--- config.mk ---
export PLATFORM = sky130hd
export DESIGN_NAME = fetch_controller
export DESIGN_NICKNAME = d
export VERILOG_FILES = /design/src/rtl/fetch_ctrl_pkg.sv /design/src/rtl/fetch_controller_sat_counter.sv /design/src/rtl/fetch_controller.sv
export SDC_FILE = /design/constraint.sdc
export NUM_CORES = 1
export LEC_CHECK = 0
export BUFFER_PORTS_ARGS = -buffer_cell sky130_fd_sc_hd__buf_2
export CAP_MARGIN = 20
export CORE_MARGIN = 1.5
export CORE_UTILIZATION = 25
export CTS_BUF_LIST = sky130_fd_sc_hd__clkbuf_4 sky130_fd_sc_hd__clkbuf_8
export DETAILED_ROUTE_END_ITERATION = 8
export HOLD_SLACK_MARGIN = 0.12
export PLACE_DENSITY_LB_ADDON = 0.05
export SKIP_CTS_REPAIR_TIMING = 1
export SYNTH_ARGS = -nofsm -noshare
export SYNTH_HDL_FRONTEND = slang
export SYNTH_HIERARCHICAL = 1
export SYNTH_SLANG_ARGS = --single-unit
--- constraint.sdc ---
create_clock -name clock -period 2.3 [get_ports clock]
set_clock_uncertainty 0.2 [all_clocks]
set_input_delay 0.115 -clock clock [delete_from_list [all_inputs] [get_ports clock]]
set_output_delay 0.115 -clock clock [all_outputs]
set_load 0.1 [all_outputs]
--- src/rtl/fetch_ctrl_pkg.sv ---
// Shared types and defaults for the instruction fetch controller.
// The state encoding is visible on the debug state port, so it is fixed at 3 bits.
package fetch_ctrl_pkg;

  typedef enum logic [2:0] {
    BOOT     = 3'd0,
    RUN      = 3'd1,
    WAIT_MEM = 3'd2,
    STALL    = 3'd3,
    HALTED   = 3'd4
  } fetch_state_e;

  localparam int BOOT_CYCLES_DEFAULT = 2;

endpackage

--- src/rtl/fetch_controller_sat_counter.sv ---
// Saturating up-counter: counts enabled cycles and sticks at all-ones.
module sat_counter #(
  parameter int WIDTH = 8
) (
  input  logic             clock,
  input  logic             reset,
  input  logic             en,
  output logic [WIDTH-1:0] count
);

  localparam logic [WIDTH-1:0] MAX = '1;
  localparam logic [WIDTH-1:0] ONE = WIDTH'(1);

  always_ff @(posedge clock or negedge reset) begin
    if (!reset) begin
      count <= '0;
    end else if (en && (count != MAX)) begin
      count <= count + ONE;
    end
  end

endmodule

--- src/rtl/fetch_controller.sv ---
// Fetch-stage sequencer: drives the PC register enable/mux and the IF/ID flush,
// holding redirects that arrive while the PC cannot move.
//
// Handshake: a redirect is "applied" in exactly the cycle pc_select=1; the PC
// register loads new_pc on that rising edge and the IF/ID word is flushed.
module fetch_controller
  import fetch_ctrl_pkg::*;
#(
  parameter int WIDTH       = 8,
  parameter int BOOT_CYCLES = BOOT_CYCLES_DEFAULT
) (
  input  logic             clock,
  input  logic             reset,
  input  logic             branch_taken,
  input  logic [WIDTH-1:0] branch_target,
  input  logic             stall_req,
  input  logic             imem_ready,
  input  logic             halt,
  output logic             pc_enable,
  output logic             pc_select,
  output logic [WIDTH-1:0] new_pc,
  output logic             flush,
  output logic             if_valid,
  output logic [2:0]       state,
  output logic [7:0]       redirect_count
);

  localparam logic [3:0] BOOT_LAST = 4'(BOOT_CYCLES - 1);

  fetch_state_e     state_q, state_d;
  logic [3:0]       boot_cnt_q, boot_cnt_d;
  logic             pend_q, pend_d;
  logic [WIDTH-1:0] pend_tgt_q, pend_tgt_d;
  logic             redirect;
  logic [WIDTH-1:0] redirect_tgt;

  // A live branch is always newer than anything held in the pending register.
  assign redirect_tgt = branch_taken ? branch_target : pend_tgt_q;
  assign state        = state_q;

  always_ff @(posedge clock or negedge reset) begin
    if (!reset) begin
      state_q    <= BOOT;
      boot_cnt_q <= '0;
      pend_q     <= 1'b0;
      pend_tgt_q <= '0;
    end else begin
      state_q    <= state_d;
      boot_cnt_q <= boot_cnt_d;
      pend_q     <= pend_d;
      pend_tgt_q <= pend_tgt_d;
    end
  end

  always_comb begin
    state_d    = state_q;
    boot_cnt_d = boot_cnt_q;
    pend_d     = pend_q;
    pend_tgt_d = pend_tgt_q;
    redirect   = 1'b0;
    pc_enable  = 1'b0;
    pc_select  = 1'b0;
    new_pc     = '0;
    flush      = 1'b0;
    if_valid   = 1'b0;

    case (state_q)
      BOOT: begin
        flush = 1'b1;
        if (branch_taken) begin
          pend_d     = 1'b1;
          pend_tgt_d = branch_target;
        end
        if (boot_cnt_q == BOOT_LAST) state_d = RUN;
        else                         boot_cnt_d = boot_cnt_q + 4'd1;
      end
      RUN: begin
        if (branch_taken || pend_q) begin
          redirect = 1'b1;
        end else if (stall_req) begin
          state_d = STALL;
        end else if (!imem_ready) begin
          state_d = WAIT_MEM;
        end else if (halt) begin
          if_valid = 1'b1;
          state_d  = HALTED;
        end else begin
          pc_enable = 1'b1;
          if_valid  = 1'b1;
        end
      end
      STALL: begin
        if (branch_taken) begin
          redirect = 1'b1;
          state_d  = RUN;
        end else if (!stall_req) begin
          state_d = RUN;
        end
      end
      WAIT_MEM: begin
        // The held redirect is released in the first cycle memory is ready.
        if (imem_ready) begin
          state_d  = RUN;
          redirect = branch_taken || pend_q;
        end else if (branch_taken) begin
          pend_d     = 1'b1;
          pend_tgt_d = branch_target;
        end
      end
      HALTED: begin
        state_d = HALTED;
      end
      default: begin
        state_d = BOOT;
      end
    endcase

    if (redirect) begin
      pc_enable = 1'b1;
      pc_select = 1'b1;
      new_pc    = redirect_tgt;
      flush     = 1'b1;
      if_valid  = 1'b0;
      pend_d    = 1'b0;
    end
  end

  sat_counter #(.WIDTH(8)) u_redirect_cnt (
    .clock (clock),
    .reset (reset),
    .en    (redirect),
    .count (redirect_count)
  );

endmodule

# Word-level counts from Yosys, hierarchy flattened
# Index checks and enable logic that the tools add are counted.
# word_totals
register_bits	24
latch_bits	0
ram_bits	0
rom_bits	0
in_bits	14
out_inout_bits	23
elab_cells	65
memories	0
# op_classes
add_sub_neg	2
multipliers	0
div_mod_pow	0
order_cmp	0
n_eq_ne	13
shifts	0
n_mux	35
bitwise	1
reduce_logical	9
# ops
operator	count
3-bit two-way mux	8
8-bit two-way mux	3
1-bit two-way mux	20
8-bit case mux with 2 select lines	1
3-bit case mux with 5 select lines	1
8-bit by 1-bit adder with 8-bit output, second input constant	1
2-bit inequality test, second input constant	4
8-bit inequality test, second input constant	1
3-bit by 2-bit equality test with 1-bit output, second input constant	2
2-bit AND reduction	3
5-bit AND reduction	1
4-bit by 1-bit adder with 4-bit output, second input constant	1
4-bit by 1-bit equality test with 1-bit output, second input constant	1
4-bit inequality test, second input constant	1
3-bit by 1-bit equality test with 1-bit output, second input constant	1
3-bit equality test, second input constant	1
3-bit logical NOT	1
3-bit by 2-bit inequality test with 1-bit output, second input constant	1
3-bit inequality test, second input constant	1
1-bit case mux with 3 select lines	1
3-bit nonzero test	1
1-bit case mux with 2 select lines	1
2-bit nonzero test	1
1-bit logical AND	1
other kinds (2)	2

# Depth between registers and ports, before layout
# Gate-level depths: netlist (run 1).
# depth
depth_word	6
mapped_depth	9
mapped_depth_nobuf	7

# Modules after synthesis
# The synthesis (run 1) kept the hierarchy.
# by_module_without_submodules
module	n_inst	cells_each	area_each_um2	seq_area_each_um2
fetch_controller	1	87	898.4	400.4
sat_counter	1	34	407.9	200.2

# Worst setup path before layout (run 1)
# No wires, ideal clock.
# synth_path
path_kind	reg-to-output
startpoint	reg state_q[0] (netlist: state[0])
endpoint	out pc_enable
arrival_ns	3.732
required_ns	1.985
path_slack_ns	-1.747
path_stages_with_launch	5
n_path_buf	1
path_cell_list	dfrtp_1 > buf_2 > nor3b_1 > nand2_1 > o21ai_0
# synth_between
elab_chain_len	3
elab_cells_between_ends	6
classes_between	3 x eq/ne; 3 x mux
# synth_rtl
element	line_no	rtl
from (decl)	fetch_controller.sv:30	fetch_state_e state_q, state_d;
from (signal assigned)	fetch_controller.sv:48	state_q <= state_d;
3-bit by 2-bit equality test with 1-bit output or 3-bit by 1-bit equality test with 1-bit output (tied branches)	fetch_controller.sv:67	case (state_q)
1-bit case mux with 3 select lines or 1-bit two-way mux (tied branches)	fetch_controller.sv:67	
1-bit two-way mux (*)	fetch_controller.sv:118	if (redirect) begin
to (decl)	fetch_controller.sv:19	output logic pc_enable,
# Every way passes the cells marked *; elsewhere a longest branch is shown, timed or not.

# Worst setup path in the final report (run 1)
# Same ends and word-level chain as after synthesis.

==> results of run 1 <==
==> stage by stage <==
step / cell area, µm² / TNS, ps / hold WS, ps
after detailed placement: 1769 / 0 / -44.30
after floorplan: 1349 / -5094 / -380.6
after global routing: 1938 / 0 / 137.0
final: 1938 / 0 / 85.76
after global placement: 1769 / 0 / -47.30
after CTS: 1818 / 0 / -341.3
==> Yosys cell counts (all sizes together), types with 3 or more instances <==
library cell  count
mux2             11
ha                3
nor3              3
nand2             7
nand3             4
a21boi            3
nor2             13
a21oi             7
xnor2             3
inv               5
dfrtp            24
mux2i             8
o21ai             4
buf               3
==> cell families (layout without fill, tap and decap cells) <==
logic type	after synthesis	in the layout	share of synthesized area
compound gates	22	22	0.1226
mux	19	19	0.1619
simple gates	40	40	0.1676
fa+ha+maj	3	3	0.02874
buf+inv	8	59	0.02586
xor+xnor	5	5	0.03353
flops	24	24	0.4598
==> registers in the layout, indices dropped and copies added, names as in the netlist <==
| register | cells |
|---|---|
| boot_cnt_q | 4 |
| state | 3 |
| pend_q | 1 |
| u_redirect_cnt/count | 8 |
| pend_tgt_q | 8 |
==> layout by cell type, fill, tap and decap left out, types with 2 or more instances in the layout <==
cell / instances
sky130_fd_sc_hd__buf_2: 25
sky130_fd_sc_hd__dfrtp_1: 21
sky130_fd_sc_hd__dlygate4sd3_1: 12
sky130_fd_sc_hd__buf_12: 11
sky130_fd_sc_hd__mux2i_1: 8
sky130_fd_sc_hd__nor2_2: 8
sky130_fd_sc_hd__mux2_2: 8
sky130_fd_sc_hd__nand2_1: 7
sky130_fd_sc_hd__a21oi_1: 6
sky130_fd_sc_hd__nor2_1: 5
sky130_fd_sc_hd__inv_1: 4
sky130_fd_sc_hd__nor3_1: 3
sky130_fd_sc_hd__nand3_1: 3
sky130_fd_sc_hd__xnor2_1: 3
sky130_fd_sc_hd__ha_1: 3
sky130_fd_sc_hd__clkbuf_8: 3
sky130_fd_sc_hd__nor3b_1: 2
sky130_fd_sc_hd__nand2b_1: 2
sky130_fd_sc_hd__o21ai_1: 2
sky130_fd_sc_hd__mux2_4: 2
sky130_fd_sc_hd__xor2_1: 2
sky130_fd_sc_hd__a21boi_0: 2
sky130_fd_sc_hd__nand4_1: 2
sky130_fd_sc_hd__buf_4: 2
sky130_fd_sc_hd__dfrtp_2: 2
sky130_fd_sc_hd__a31oi_1: 2
sky130_fd_sc_hd__a41oi_1: 2
==> worst min-delay path by stage <==
stage                     startpoint                             endpoint  slack (ps)  depth (start not counted)
after global placement         reset  u_redirect_cnt/count[4]$_DFFE_PN0P_         -50                          1
after detailed placement       reset  u_redirect_cnt/count[5]$_DFFE_PN0P_         -40                          1
after global routing       stall_req                 state[1]$_DFFE_PN0P_         140                          4
after CTS                      reset                 state[2]$_DFFE_PN0P_        -340                          1
final                      stall_req                 state[1]$_DFFE_PN0P_          90                          4
after floorplan                reset            boot_cnt_q[0]$_DFFE_PN0P_        -380                          0
==> worst max-delay path, cell delays in order, from the launching register on <==
cell and delay (ps):
sky130_fd_sc_hd__dfrtp_4 530, sky130_fd_sc_hd__nand2_1 70, sky130_fd_sc_hd__a21oi_1 50, sky130_fd_sc_hd__or3_1 360, sky130_fd_sc_hd__buf_4 220, sky130_fd_sc_hd__o21ai_1 160
sky130_fd_sc_hd__buf_12 210
==> cell type report <==
type / count / area share
multi-input combinational: 89 / 0.3570
inverter: 5 / 0.01162
sequential: 24 / 0.3131
timing repair buffer: 50 / 0.2479
clock buffer: 4 / 0.02518
tap: 70 / 0.04519
==> metal layers <==
layer  vias to the layer above  global-route usage  wire (µm)
li1                        535                   -          -
met1                       541              0.1418       1349
met2                        28              0.1910       1558
met3                         2             0.03347        132
met4                         0             0.03571         30
met5                         -                   0          0
==> results.yml, run 1 <==
worst_setup_path:
  r2r.worst_path.cells: 7
  worst_r2r_startpoint: "state[0]$_DFFE_PN0P_"
  cp-startpoint: "state[0]$_DFFE_PN0P_"
  crit_fanout: 12
  regToRegSetupSlack_ps: 140
  critical_path_class: "register to primary output"
  worstReg2RegEnd: "u_redirect_cnt/count[5]$_DFFE_PN0P_"
  startpoint_type: "register"
  worst_setup_path_endpoint: "pc_enable"
  cp.arrival_ps: 1890
  worst-endpoint-required_ps: 1990
  critical_path.endpoint_type: "primary output"
logic_synthesis:
  synth_cells: 121
  synth_ff_type: "sky130_fd_sc_hd__dfrtp_1"
  synth_largest_type_area_fraction: 0.4598
  synth_edf_count: 0
  synth.cell_area_mm2: 0.001306
  synth_fp_nets: 138
  seq_area_frac_synth: 0.4598
  ys_top_cells_by_area: "sky130_fd_sc_hd__dfrtp_1 46%, sky130_fd_sc_hd__mux2_2 6.9%, sky130_fd_sc_hd__mux2i_1 6.1%"
  synth-async-reset-ratio: 1.000
  synth_area_leader_cell: "sky130_fd_sc_hd__dfrtp_1"
  number_of_unique_standard_cell_types_used_by_synthesis: 38
  ys_ff_latch: 24
  synth.yosys.warnings: 6
  post_synth.cell_area_avg_um2: 10.80
sta:
  fmax_ghz: 0.4535
  crit_share_post_route: 0.9587
  worst-slew-pin-transition_ps: 562.8
  hold_violations: 0
  rsz0062_at_grt: "false"
  postLayoutSetupSlackWorst_ps: 94.96
  finalSetupViolations: 0
  maxSlewHeadroom: 0.6248
  crit_path_time_final_ps: 2205
  final_max_slew_viol_count: 0
min_path:
  worstHoldPathType: "primary input to register"
placed_design:
  hpwlAfterDp_um: 2205
  placed_cells_incl_taps: 226
  number_of_input_and_output_port_buffers_inserted: 36
  final_gp_congestion: 0.8220
  pre_cts_ws_ps: 151.7
global_route:
  grt_first_pass_wirelength_um: 4795
  grt_max_degree: 25
  track_usage: 0.1142
  via_count_of_the_first_global_routing_pass: 986
  grt_antenna_before_repair: 0
  globalRouteOverflowTotal: 0
floorplan:
  die_boundary_width_um: 75.29
  floorplan.initialDensity: 0.2574
  die-area_mm2: 0.005668
  num_rows: 26
  design.portCount: 37
  chipHeight_um: 75.29
  coreArea_mm2: 0.005075
cts:
  tritoncts: "built"
  insertion_delay_ps: 260
  clock_tree.htree_level_count: 1
  clock-root-buffer: "sky130_fd_sc_hd__clkbuf_8"
  cts.sinks: 24
  numCtsBuffers: 3
  clkTransAtPathRegs_ps: 90
  largest_buffer_count_on_any_clock_path: 2
outcome:
  status: "complete, no violations"
final_layout:
  num-nets-final: 190
  sequential_cell_area_um2: 606.8
  multiInputGateArea_um2: 691.9
  post-route-util: 0.3819
  synthToLayoutAreaGrowth_pct: 48.37
  layoutNonFillerInstCount: 242
  fraction_of_final_layout_cells_sized_beyond_drive_strength_1: 0.4128
  final.fill_count: 525
  n_antenna_cell: 0
routing:
  drtIter0Drc: 48
  postRouteAntennaNets: 0
  detailedRoute.firstPassIterationCount: 4
  routedWlPerCell_um: 12.69
  vias: 1106
  route.final.wire_length_um: 3071
  vias_per_cell: 4.570
  drcViolationCount: 0
run:
  cap_violations: 0
Power of run 1 is not shown: default switching activity piles up to over one toggle a cycle in this logic, so the estimate is an artifact.
==> inputs of run 2 (changes only) <==
Clock period 2.3 ns to 2.8 ns, I/O delays scaled along.
==> results.yml, run 2 (synthesis results as in run 1) <==
worst_setup_path:
  cp_slowest_stage_delay_ps: 540
  cp.arrival_ps: 2110
  ordered_cell_list_for_the_critical_path: "nand2_1, a21oi_1, or3_1, buf_4, nor2_2, buf_2"
  crit_family: "buffers and inverters"
  critical_path.endpoint_type: "primary output"
  worstSetupPathDepth: 6
  critical_path.n_buffers_inverters: 2
  crit_slowest_cell: "sky130_fd_sc_hd__dfrtp_4"
  r2r.worst_path.cells: 7
  worstReg2RegEnd: "u_redirect_cnt/count[5]$_DFFE_PN0P_"
  worst-endpoint-required_ps: 2460
  crit_fanout: 12
  worst_r2r_startpoint: "state[0]$_DFFE_PN0P_"
  critical_path_class: "register to primary output"
  startpoint_type: "register"
  regToRegSetupSlack_ps: 630
sta:
  rsz0062_at_grt: "false"
  crit_share_post_route: 0.8733
  maxSlewHeadroom: 0.6241
  hold_violations: 0
  crit_path_time_final_ps: 2445
  final_max_slew_viol_count: 0
  worst-slew-pin-transition_ps: 563.8
  fmax_ghz: 0.4090
  finalSetupViolations: 0
cts:
  cts.sinks: 24
  insertion_delay_ps: 270
  numCtsBuffers: 3
  largest_buffer_count_on_any_clock_path: 2
  clock-root-buffer: "sky130_fd_sc_hd__clkbuf_8"
  clock_tree.htree_level_count: 1
  clkTransAtPathRegs_ps: 90
  tritoncts: "built"
floorplan:
  floorplan.initialDensity: 0.2574
  num_rows: 26
  die-area_mm2: 0.005668
  die_boundary_width_um: 75.29
  design.portCount: 37
  coreArea_mm2: 0.005075
  chipHeight_um: 75.29
routing:
  detailedRoute.firstPassIterationCount: 4
  drcViolationCount: 0
  vias: 1072
  route.final.wire_length_um: 3082
  drtIter0Drc: 41
  vias_per_cell: 4.448
  postRouteAntennaNets: 0
  routedWlPerCell_um: 12.79
placed_design:
  number_of_input_and_output_port_buffers_inserted: 36
  hpwlAfterDp_um: 2195
  final_gp_congestion: 0.8747
final_layout:
  num-nets-final: 189
  final.fill_count: 533
  post-route-util: 0.3523
  synthToLayoutAreaGrowth_pct: 36.88
  layout_top_registers: "pend_tgt_q x8, u_redirect_cnt/count x8, boot_cnt_q x4"
  most_common_cell_after_layout_fill_and_taps_aside: "sky130_fd_sc_hd__buf_2"
  fraction_of_final_layout_cells_sized_beyond_drive_strength_1: 0.4094
  n_antenna_cell: 0
  most-common-layout-cells: "36 x sky130_fd_sc_hd__buf_2, 21 x sky130_fd_sc_hd__dfrtp_1, 12 x sky130_fd_sc_hd__dlygate4sd3_1"
global_route:
  via_count_of_the_first_global_routing_pass: 1021
  grt_antenna_before_repair: 0
  grt_max_degree: 25
  globalRouteOverflowTotal: 0
  grt_first_pass_wirelength_um: 4761
  track_usage: 0.1135
outcome:
  status: "complete, no violations"
min_path:
  hold_depth: 4
  worst_hold_startpoint: "stall_req"
  worstHoldPathType: "primary input to register"
  hold_path_end: "state[0]$_DFFE_PN0P_"
run:
  cap_violations: 0
## run 2: worst register-to-register path: cells and delay by family, from the launching register on
kind                   cells  cell delay (ps)
AOI/OAI and AO/OA          1               50
DFF                        1              540
muxes                      1              300
buffers and inverters      1              150
and+or+nand+nor            4              830
## run 2: stage by stage
step / setup slack [ps] / cells / cell area (µm²) / setup TNS, ps / hold WS [ps]
after floorplan: -54.12 / 121 / 1349 / -87.46 / -355.6
after CTS: 326.9 / 229 / 1668 / 0 / -333.8
final: 354.8 / 241 / 1788 / 0 / 139.0
after detailed placement: 647.5 / 225 / 1597 / 0 / -27.23
after global placement: 666.7 / 225 / 1597 / 0 / -16.74
after global routing: 248.5 / 241 / 1788 / 0 / 227.2
## run 2: area by class of cell
class | instances | area, µm² | share of cell area
clock buffer | 3 | 41.29 | 0.02309
tap | 70 | 87.58 | 0.04899
timing repair buffer | 49 | 307.8 | 0.1721
multi-input combinational | 89 | 691.9 | 0.3870
sequential | 24 | 606.8 | 0.3394
clock inverter | 1 | 30.03 | 0.01680
inverter | 5 | 22.52 | 0.01260
## run 2: how the worst max path moves through the flow
stage,start,endpoint,slack (ps)
3_3_place_gp,state[0]$_DFFE_PN0P_,new_pc[6],670
5_1_grt,state[0]$_DFFE_PN0P_,new_pc[6],250
6_report,state[0]$_DFFE_PN0P_,new_pc[5],350
4_1_cts,state[0]$_DFFE_PN0P_,new_pc[5],330
2_1_floorplan,state[0]$_DFFE_PN0P_,pc_enable,-50
3_5_place_dp,state[0]$_DFFE_PN0P_,new_pc[5],650
## run 2: routing by layer
| layer | track usage | vias up | wire (µm) |
|---|---|---|---|
| met2 | 0.1832 | 18 | 1478 |
| li1 | - | 532 | - |
| met1 | 0.1447 | 520 | 1448 |
| met3 | 0.02677 | 2 | 128 |
| met5 | 0 | - | 0 |
| met4 | 0.04960 | 0 | 26 |
Power of run 2 is left out for the same reason.
==> inputs of run 3 (changes only) <==
==> constraint.sdc (replaced) <==
create_clock -name clock -period 2.8 [get_ports clock]
set_clock_uncertainty 0.2 [all_clocks]
set_input_delay 0.56 -clock clock [delete_from_list [all_inputs] [get_ports clock]]
set_output_delay 0.56 -clock clock [all_outputs]
set_load 0.1 [all_outputs]
==> results.yml, run 3 (synthesis results as in run 1) <==
outcome:
  status: "complete, no violations"
routing:
  postRouteAntennaNets: 0
  drtIter0Drc: 46
  routedWlPerCell_um: 12.43
  vias_per_cell: 4.635
  detailedRoute.firstPassIterationCount: 4
  drcViolationCount: 0
  vias: 1066
  route.final.wire_length_um: 2860
floorplan:
  num_rows: 26
  chipHeight_um: 75.29
  design.portCount: 37
  die-area_mm2: 0.005668
  coreArea_mm2: 0.005075
  die_boundary_width_um: 75.29
  floorplan.initialDensity: 0.2574
final_layout:
  synthToLayoutAreaGrowth_pct: 43.58
  n_antenna_cell: 0
  layout_top_registers: "pend_tgt_q x8, u_redirect_cnt/count x8, boot_cnt_q x4"
  final.fill_count: 521
  most_common_cell_after_layout_fill_and_taps_aside: "sky130_fd_sc_hd__buf_2"
  fraction_of_final_layout_cells_sized_beyond_drive_strength_1: 0.4500
  sequential_cell_area_um2: 606.8
  num-nets-final: 178
  post-route-util: 0.3696
  most-common-layout-cells: "25 x sky130_fd_sc_hd__buf_2, 21 x sky130_fd_sc_hd__dfrtp_1, 11 x sky130_fd_sc_hd__buf_12"
  multiInputGateArea_um2: 740.7
worst_setup_path:
  worstReg2RegEnd: "u_redirect_cnt/count[5]$_DFFE_PN0P_"
  critical_path.endpoint_type: "primary output"
  crit_fanout: 12
  worst-endpoint-required_ps: 2040
  ordered_cell_list_for_the_critical_path: "nand2_1, a21oi_1, or3_4, clkinvlp_4, buf_12"
  critical_path_class: "register to primary output"
  startpoint_type: "register"
  worst_r2r_startpoint: "state[0]$_DFFE_PN0P_"
  regToRegSetupSlack_ps: 470
  cp.arrival_ps: 1830
  cp_slowest_stage_delay_ps: 540
  crit_slowest_cell: "sky130_fd_sc_hd__dfrtp_4"
  r2r.worst_path.cells: 7
global_route:
  track_usage: 0.1086
  via_count_of_the_first_global_routing_pass: 1034
  globalRouteOverflowTotal: 0
  grt_max_degree: 25
  grt_antenna_before_repair: 0
  grt_first_pass_wirelength_um: 4643
sta:
  maxSlewHeadroom: 0.6267
  crit_share_post_route: 0.9236
  crit_path_time_final_ps: 2586
  worst-slew-pin-transition_ps: 560.0
  fmax_ghz: 0.3867
  hold_violations: 0
  finalSetupViolations: 0
  rsz0062_at_grt: "false"
  final_max_slew_viol_count: 0
min_path:
  hold_depth: 1
  worst_hold_startpoint: "boot_cnt_q[3]$_DFFE_PN0P_"
  hold_path_end: "boot_cnt_q[3]$_DFFE_PN0P_"
  worstHoldPathType: "register to register"
cts:
  largest_buffer_count_on_any_clock_path: 2
  tritoncts: "built"
  cts.sinks: 24
  clock-root-buffer: "sky130_fd_sc_hd__clkbuf_8"
  numCtsBuffers: 3
  insertion_delay_ps: 260
  clock_tree.htree_level_count: 1
  clkTransAtPathRegs_ps: 80
run:
  cap_violations: 0
placed_design:
  final_gp_congestion: 0.8341
  number_of_input_and_output_port_buffers_inserted: 36
==> run 3: changes by cell type in the layout (fill, tap and decap cells not counted), sizes merged <==
cell         before  now
clkbuf            3    4
dlygate4sd3      12    1
bufinv            1    0
==> run 3: stage by stage <==
stage | instance area, µm² | TNS, ps | std cells | worst slack [ps] | hold slack [ps]
detailed placement | 1810 | 0 | 225 | 338.0 | 269.5
CTS | 1866 | 0 | 229 | 198.0 | 93.86
global placement | 1810 | 0 | 225 | 379.2 | 266.4
floorplan | 1406 | -94.72 | 121 | -55.23 | 64.41
global route | 1876 | 0 | 230 | 157.8 | 326.3
finish | 1876 | 0 | 230 | 214.0 | 276.1
==> run 3: worst max-delay path, delay by kind of cell, from the launching register on <==
family                 cells  cell delay [ps]
AOI/OAI and AO/OA          1               60
buffers and inverters      2              390
DFF                        1              540
and+or+nand+nor            2              560
==> run 3: worst max path at each step <==
stage / from / endpoint / depth (start not counted)
after global routing: state[0]$_DFFE_PN0P_ / pc_select / 4
after detailed placement: imem_ready / u_redirect_cnt/count[5]$_DFFE_PN0P_ / 7
after global placement: imem_ready / u_redirect_cnt/count[5]$_DFFE_PN0P_ / 7
after floorplan: state[0]$_DFFE_PN0P_ / u_redirect_cnt/count[5]$_DFFE_PN0P_ / 9
after CTS: state[0]$_DFFE_PN0P_ / pc_select / 5
final: state[0]$_DFFE_PN0P_ / pc_select / 5
==> run 3: final cells by class <==
cell class | count | share of cell area
multi-input cells | 89 | 0.3949
well taps | 70 | 0.04670
clock buffers | 4 | 0.02935
repair buffers | 38 | 0.1935
inverters | 5 | 0.01201
flip-flops and latches | 24 | 0.3235
==> run 3: metal layers <==
layer / vias up / global-route usage / routed length, µm
li1: 514 / - / -
met4: 0 / 0.02976 / 17
met1: 516 / 0.1244 / 1248
met3: 2 / 0.03882 / 176
met5: - / 0 / 0
met2: 34 / 0.1910 / 1418
Power of run 3 is left out for the same reason.
